**src/rtl/ps2_kbd_tx.sv**
```systemverilog
// PS/2 keyboard device-side transmitter: queues make/break scan codes and shifts them out as
// 11-bit frames. Define PS2_TX_ERRINJ_EN to add err_inject, which forces a bad parity bit.
module ps2_kbd_tx #(
    parameter int unsigned CLK_DIV    = 50,
    parameter int unsigned FIFO_DEPTH = 8
) (
    input  logic       clk,
    input  logic       rst,
    input  logic       key_valid,
    output logic       key_ready,
    input  logic [7:0] key_code,
    input  logic       key_release,
    output logic       ps2_clk,
    output logic       ps2_data,
    output logic       busy,
    output logic       byte_done,
    output logic [7:0] sent_count
`ifdef PS2_TX_ERRINJ_EN
    ,
    input  logic       err_inject
`endif
);
    localparam int unsigned PTR_W = $clog2(FIFO_DEPTH);
    localparam int unsigned CNT_W = PTR_W + 1;
    localparam int unsigned DIV_W = $clog2(2 * CLK_DIV);
    localparam logic [DIV_W-1:0] DIV_LAST  = DIV_W'(2 * CLK_DIV - 1);
    localparam logic [DIV_W-1:0] DIV_HALF  = DIV_W'(CLK_DIV);
    localparam logic [CNT_W-1:0] READY_MAX = CNT_W'(FIFO_DEPTH - 2);

    typedef enum logic [2:0] {StIdle, StStart, StData, StParity, StStop, StGap} state_e;
    state_e state_q, state_d;

    logic [7:0]       fifo_mem [FIFO_DEPTH];
    logic [PTR_W-1:0] wr_ptr_q, rd_ptr_q, wr_ptr_nx;
    logic [CNT_W-1:0] fifo_cnt_q, push_amt;
    logic [DIV_W-1:0] div_q;
    logic [2:0]       bit_q;
    logic [7:0]       shift_q;
    logic             parity_q;
    logic [7:0]       sent_q;
    logic             push, pop, period_end, low_phase, err_bit;

`ifdef PS2_TX_ERRINJ_EN
    assign err_bit = err_inject;
`else
    assign err_bit = 1'b0;
`endif

    // Ready needs room for two bytes so a release command is never split.
    assign key_ready  = (fifo_cnt_q <= READY_MAX);
    assign push       = key_valid && key_ready;
    assign pop        = (state_q == StIdle) && (fifo_cnt_q != '0);
    assign push_amt   = push ? (key_release ? CNT_W'(2) : CNT_W'(1)) : '0;
    assign wr_ptr_nx  = wr_ptr_q + PTR_W'(1);
    assign period_end = (div_q == DIV_LAST);
    assign low_phase  = (div_q >= DIV_HALF);
    assign busy       = (state_q != StIdle) || (fifo_cnt_q != '0);
    assign sent_count = sent_q;

    always_ff @(posedge clk) begin
        if (!rst) begin
            wr_ptr_q   <= '0;
            rd_ptr_q   <= '0;
            fifo_cnt_q <= '0;
        end else begin
            if (push) begin
                wr_ptr_q <= wr_ptr_q + (key_release ? PTR_W'(2) : PTR_W'(1));
            end
            if (pop) begin
                rd_ptr_q <= rd_ptr_q + PTR_W'(1);
            end
            fifo_cnt_q <= fifo_cnt_q + push_amt - {{(CNT_W - 1){1'b0}}, pop};
        end
    end

    always_ff @(posedge clk) begin
        if (push) begin
            if (key_release) begin
                fifo_mem[wr_ptr_q]  <= 8'hF0;
                fifo_mem[wr_ptr_nx] <= key_code;
            end else begin
                fifo_mem[wr_ptr_q] <= key_code;
            end
        end
    end

    always_ff @(posedge clk) begin
        if (!rst) begin
            div_q    <= '0;
            bit_q    <= '0;
            shift_q  <= '0;
            parity_q <= 1'b0;
            sent_q   <= '0;
        end else begin
            if (state_q == StIdle) begin
                div_q <= '0;
                bit_q <= '0;
                if (pop) begin
                    shift_q  <= fifo_mem[rd_ptr_q];
                    parity_q <= ~(^fifo_mem[rd_ptr_q]) ^ err_bit;
                end
            end else begin
                div_q <= period_end ? '0 : div_q + DIV_W'(1);
                if (state_q == StData && period_end) begin
                    shift_q <= {1'b0, shift_q[7:1]};
                    bit_q   <= bit_q + 3'd1;
                end
            end
            if (byte_done) begin
                sent_q <= sent_q + 8'd1;
            end
        end
    end

    always_ff @(posedge clk) begin
        if (!rst) begin
            state_q <= StIdle;
        end else begin
            state_q <= state_d;
        end
    end

    always_comb begin
        state_d = state_q;
        unique case (state_q)
            StIdle:   if (pop) state_d = StStart;
            StStart:  if (period_end) state_d = StData;
            StData:   if (period_end && bit_q == 3'd7) state_d = StParity;
            StParity: if (period_end) state_d = StStop;
            StStop:   if (period_end) state_d = StGap;
            StGap:    if (period_end) state_d = StIdle;
            default:  state_d = StIdle;
        endcase
    end

    always_comb begin
        ps2_clk   = 1'b1;
        ps2_data  = 1'b1;
        byte_done = 1'b0;
        unique case (state_q)
            StStart: begin
                ps2_clk  = ~low_phase;
                ps2_data = 1'b0;
            end
            StData: begin
                ps2_clk  = ~low_phase;
                ps2_data = shift_q[0];
            end
            StParity: begin
                ps2_clk  = ~low_phase;
                ps2_data = parity_q;
            end
            StStop: begin
                ps2_clk   = ~low_phase;
                byte_done = period_end;
            end
            default: begin
                ps2_clk  = 1'b1;
                ps2_data = 1'b1;
            end
        endcase
    end
endmodule

```
**config.mk**
```make
export PLATFORM = sky130hd
export DESIGN_NAME = ps2_kbd_tx
export DESIGN_NICKNAME = d
export VERILOG_FILES = /design/src/rtl/ps2_kbd_tx.sv
export SDC_FILE = /design/constraint.sdc
export NUM_CORES = 1
export LEC_CHECK = 0
export CORE_MARGIN = 2
export CORE_UTILIZATION = 50
export CTS_BUF_LIST = sky130_fd_sc_hd__clkbuf_2 sky130_fd_sc_hd__clkbuf_4 sky130_fd_sc_hd__clkbuf_8
export DETAILED_ROUTE_END_ITERATION = 16
export PLACE_DENSITY = 0.68
export SYNTH_ARGS = -nofsm -noshare
export SYNTH_HDL_FRONTEND = slang
export SYNTH_SLANG_ARGS = --single-unit
```
**constraint.sdc**
```tcl
create_clock -name clk -period 3.6 [get_ports clk]
set_input_delay 0.72 -clock clk [delete_from_list [all_inputs] [get_ports clk]]
set_output_delay 0.72 -clock clk [all_outputs]
set_load 0.05 [all_outputs]
```
### Yosys cells after proc, flatten, opt, wreduce, memory -nomap -nowiden

Memories as Yosys holds them, arrays and structs flattened. A register that Yosys moved wholly into a read port is not among the register bits.
Cells that the tools add are included.

* register bits: 40
* bits in writable memories: 64
* output and inout bits: 13
* logic and storage cells: 78
* memories kept: 1

Memories
* fifo_mem: depth 8, width 8, rd ports 1, clocked after Yosys merged registers in 1, wr ports 2, RTL line 33 `logic [7:0] fifo_mem [FIFO_DEPTH];`

* add/subtract/negate cells: 8
* order comparisons: 2
* equality and inequality tests: 13
* multiplexer cells: 25
* bitwise gates (word level): 4
* reduce and logical (&&, ||, !) cells: 16

Operators by type and width (number)
* two-way mux 8 bit: 4
* two-way mux 3 bit: 8
* one-hot mux 3 bit (6 select lines): 1
* != test 2 bit, second input constant: 5
* adder 3 x 1 -> 3 bit, second input constant: 3
* == test 3 bit, second input constant: 3
* adder 8 x 1 -> 8 bit, second input constant: 1
* two-way mux 1 bit: 8
* XOR reduction 8 bit: 1
* adder 7 x 1 -> 7 bit, second input constant: 1
* == test 7 bit, second input constant: 1
* greater-or-equal comparator 7 x 6 -> 1 bit, second input constant: 1
* == test 3 x 2 -> 1 bit, second input constant: 2
* two-way mux 2 bit: 3
* AND reduction 6 bit: 1
* adder 4 x 2 -> 4 bit: 1
* less-or-equal comparator 4 x 3 -> 1 bit, second input constant: 1
* logical AND 1 bit: 4
* AND reduction 2 bit: 2
* nonzero test 4 bit: 1
* OR reduction 4 bit: 1
* subtractor 4 x 1 -> 4 bit: 1
* adder 3 x 2 -> 3 bit: 1
* == test 3 x 1 -> 1 bit, second input constant: 1
* 10 further kinds: 12

### Logic depth before layout (Yosys ltp)

* depth in word-level cells: 5
* gate-level depth with buffers: 14

### Worst setup path after synthesis

OpenSTA, ideal clock, no wires.

* path kind: register -> register
* start: register fifo_cnt_q[3]
* end: register fifo_cnt_q[2]
* library setup time: 0.115 ns
* arrival time: 3.186 ns
* required time: 3.485 ns
* slack: 0.299 ns
* cell stages (with the launch flop): 14
* path buffers: 1
* clock period less this slack: 3.301 ns
* path through: dfxtp_1 -> inv_1 -> ha_1 -> nand2_1 -> mux2i_1 -> and2_1 -> clkbuf_1 -> nand2_1 -> ha_1 -> inv_1 -> ha_1 -> fa_1 -> xor2_1 -> and2_1

* longest elaborated chain between the ends: 5

Ends and longest elaborated chain
* start, declared: RTL line 35 `logic [CNT_W-1:0] fifo_cnt_q, push_amt;`
* start signal, assigned: RTL line 72 `fifo_cnt_q <= fifo_cnt_q + push_amt - {{(CNT_W - 1){1'b0}}, pop};`
* less-or-equal comparator 4 x 3 -> 1 bit: RTL line 50 `assign key_ready = (fifo_cnt_q <= READY_MAX);`
* via key_ready: RTL line 10 `output logic key_ready,`
* logical AND 1 bit: RTL line 51 `assign push = key_valid && key_ready;`
* two-way mux 2 bit: RTL line 53 `assign push_amt = push ? (key_release ? CNT_W'(2) : CNT_W'(1)) : '0;`
* adder 4 x 2 -> 4 bit: RTL line 72
* subtractor 4 x 1 -> 4 bit: RTL line 72

The timed path passes the listed nets, and every way through them passes these cells.
A chain may end at the register's enable or synchronous reset.

### Final worst setup path

* start: register state_q[2]
* end: output port byte_done

* longest elaborated chain between the ends: 2

Ends and longest elaborated chain
* start, declared: RTL line 31 `state_e state_q, state_d;`
* start signal, assigned: RTL line 117 `state_q <= StIdle;`
* start signal, assigned: RTL line 119 `state_q <= state_d;`
* == test 3 bit: RTL line 140 `unique case (state_q)`
* two-way mux 1 bit: RTL line 140
* end, declared: RTL line 16 `output logic byte_done,`

No other way between the ends.

==> metrics.txt <==
Clock Tree Root clkbuf_8; Placed Area 5690 µm²; die area 11,400 µm²; Placer Congestion 0.766; Final #Nets 498; Lkg Pwr 2.18 nW; maximum buffer depth of the clock tree 2; Core ar. 10,300 µm²; H-Tree Depth 3; routed vias/inst 5.39; Final period util 91.2%; Critical Path End Type output port; Max-slew headroom 49.7%; grt met3 use 3.65%; drt pass-1 iters 5; crit path launch state_q[2]; crit path max fanout 9; worst hold slack 0.471 ns; Startpoint Class flip-flop; WP data arrival 2.56 ns; Post-Synthesis Cells 440; Top Ports 25; Setup TNS 0 ns; dominant synthesized flop cell edfxtp_1; total global-route track usage 19.6%; area leader, netlist edfxtp_1; TritonCTS clock tree yes; worst hold start div_q[0]; GRT Max-Usage Layer met2; via count 3,285; Clock Latency Late Sink 0.38 ns; die width 107 µm; Mean Syn Cell Area 12.0 µm²; Setup Skew 0.0146 ns; post_cts resized 0; top-area cell type share of the netlist area 36.4%; peak supply drop 0.000234 V; crit path kind flip-flop to output port; routed wire length 10,300 µm; first-pass GRT wire length 16,500 µm; minimum clock period 3.28 ns; Peak Freq 0.305 GHz; YS warnings 0; met1 usage 25.4%; fin area 5890 µm²; layout cells sized above 1 7.81%; Cell Chain, Critical Path or3b_2 > nor3_2 > clkdlybuf4s50_1; Final setup viols 0; largest cells by area after synthesis edfxtp_1 (36%), dfxtp_1 (16%), mux4_1 (8.0%); starting density of the core 51.4%; status finished clean; filler cell count 870; dpl hpwl 7350 µm; share of flip-flops with an asynchronous set or reset 0%; Fin. Hold Viols 0; slowest stage delay, CP 0.89 ns; antenna violations before repair 0; Num CTS Buffers 9; post-route ant nets 0; routed wire length per instance 16.9 µm; met2 Use GR 32.6%; Clk pin slew, worst setup/hold paths 0.09 ns; grt ovf 0; syn nets 469; slowest cell on the critical path clkdlybuf4s50_1; P per Cell Area 619 nW/µm²; CTS sink count 107; synth unique cells 47; RSZ-0062 raised after global routing false; Layout area overhead 11.5%; Row Count 37; worst-margin pin slew 0.754 ns; DRC 0; Worst EP required 2.88 ns; Core Util, Final 57.3%; post-CTS setup repair buffer count 0; pin count of the biggest net entering global routing 28; ant diodes 0; max-cap violations 0; mapped cell area 5280 µm²; cts hold-fix bufs 0; post-synthesis sequential area ratio 52.7%; vias in the first global route 3,255; FF-to-FF Start fifo_cnt_q[3]; I/O Buffers 24; EDFF count, synth 64; #FFs+latches synth 107; worst hold path type flip-flop to flip-flop; Slew Limit Fails 0; initial DRC count 167; Die Span Y 107 µm
==> layout by cell type (no fill, tap or decap), types with 2 or more instances in the layout <==
cell and count:
edfxtp_1 64, and2_1 45, dfxtp_1 43, nor2_1 31
nand2b_1 31, nand2_1 27, clkdlybuf4s50_1 24, mux4_1 16
buf_4 16, xnor2_1 15, ha_1 15, mux2i_1 14
inv_1 13, a21oi_1 12, xor2_1 11, or3_1 9
clkbuf_8 9, nand3_1 8, o211ai_1 8, o211a_1 8
and3_1 6, o21ai_0 4, nor3_1 4, a31oi_1 4
nor3b_1 3, nor2b_1 3, or2_2 2, nand3b_1 2
a21boi_0 2, nand4_1 2, fa_1 2, clkinv_4 2
==> layer usage <==
layer | vias to the layer above | part of all wire [%] | routed length, µm
met5 | - | 0 | 0
met4 | 0 | 1.1 | 112
met1 | 1576 | 44 | 4570
met3 | 8 | 4.1 | 421
met2 | 65 | 51 | 5210
li1 | 1636 | - | -
==> Yosys cell counts, types with 3 or more instances <==
cell      number
o211ai_1       8
nand2b_1      31
nand3_1        8
and2_1        45
nand2_1       27
buf_1          3
mux2i_1       14
or3_1          9
and3_1         6
nor2b_1        3
xnor2_1       15
nor2_1        31
clkbuf_1      13
nor3b_1        3
buf_2          3
dfxtp_1       43
xor2_1        11
nor3_1         4
mux4_1        16
o211a_1        8
a31oi_1        4
ha_1          15
inv_1         13
o21ai_0        4
a21oi_1       12
edfxtp_1      64
==> final cells by class <==
type	instances	area [µm²]	share of cell area (%)
clock buffers	10	131	2.23
clock inverters	6	65.1	1.11
inverters	13	48.8	0.829
multi-input cells	298	2330	39.6
flip-flops and latches	107	2780	47.3
well taps	136	170	2.89
repair buffers	40	360	6.12
==> kinds of logic after synthesis <==
| logic type | count (synthesis) | synth area share (%) |
|---|---|---|
| AOI/OAI and AO/OA | 44 | 5.86 |
| adders and majority gates | 17 | 4.31 |
| and+or+nand+nor | 180 | 18.7 |
| buffers and inverters | 35 | 3.15 |
| xor gates and xnor gates | 27 | 4.62 |
| DFF | 107 | 52.7 |
| muxes | 30 | 10.6 |
==> path summary, 6_finish.rpt <==
path | end | slack [ns] | cells past startpoint
worst min register to register | div_q[0] | 0.47 | 1
worst max-delay path | byte_done | 0.32 | 3
worst max register to register | fifo_cnt_q[3] | 0.92 | 13
worst min-delay path | div_q[0] | 0.47 | 1
==> power by group <==
part	total [W]	switching, W	internal (W)
clock	0.000747	0.000416	0.000331
sequential	0.00160	0.000120	0.00148
combinational	0.00129	0.000694	0.000600
total	0.00364	0.00123	0.00241
==> registers in the layout (all words and copies together) (netlist names), named ones only <==
| name | flops |
|---|---|
| div_q | 7 |
| bit_q | 3 |
| fifo_cnt_q | 4 |
| sent_count | 8 |
| rd_ptr_q | 3 |
| state_q | 3 |
| shift_q | 8 |
| wr_ptr_q | 3 |
| fifo_mem | 64 |
| parity_q | 1 |
==> critical path, delay by kind of cell, from the launching register on <==
family	cells	cell delay, ns
simple gates	2	0.85
flops	1	0.46
buf+inv	1	0.89
==> stage by stage <==
stage	setup slack [ns]	total power, W	std cells
final	0.317	0.00364	610
after floorplan	0.299	0.00262	440
after global routing	0.209	0.00388	610
after detailed placement	0.672	0.00294	594
after CTS	0.299	0.00369	610
after global placement	0.732	0.00289	594
No activity file was read; power rests on OpenSTA's default activity.
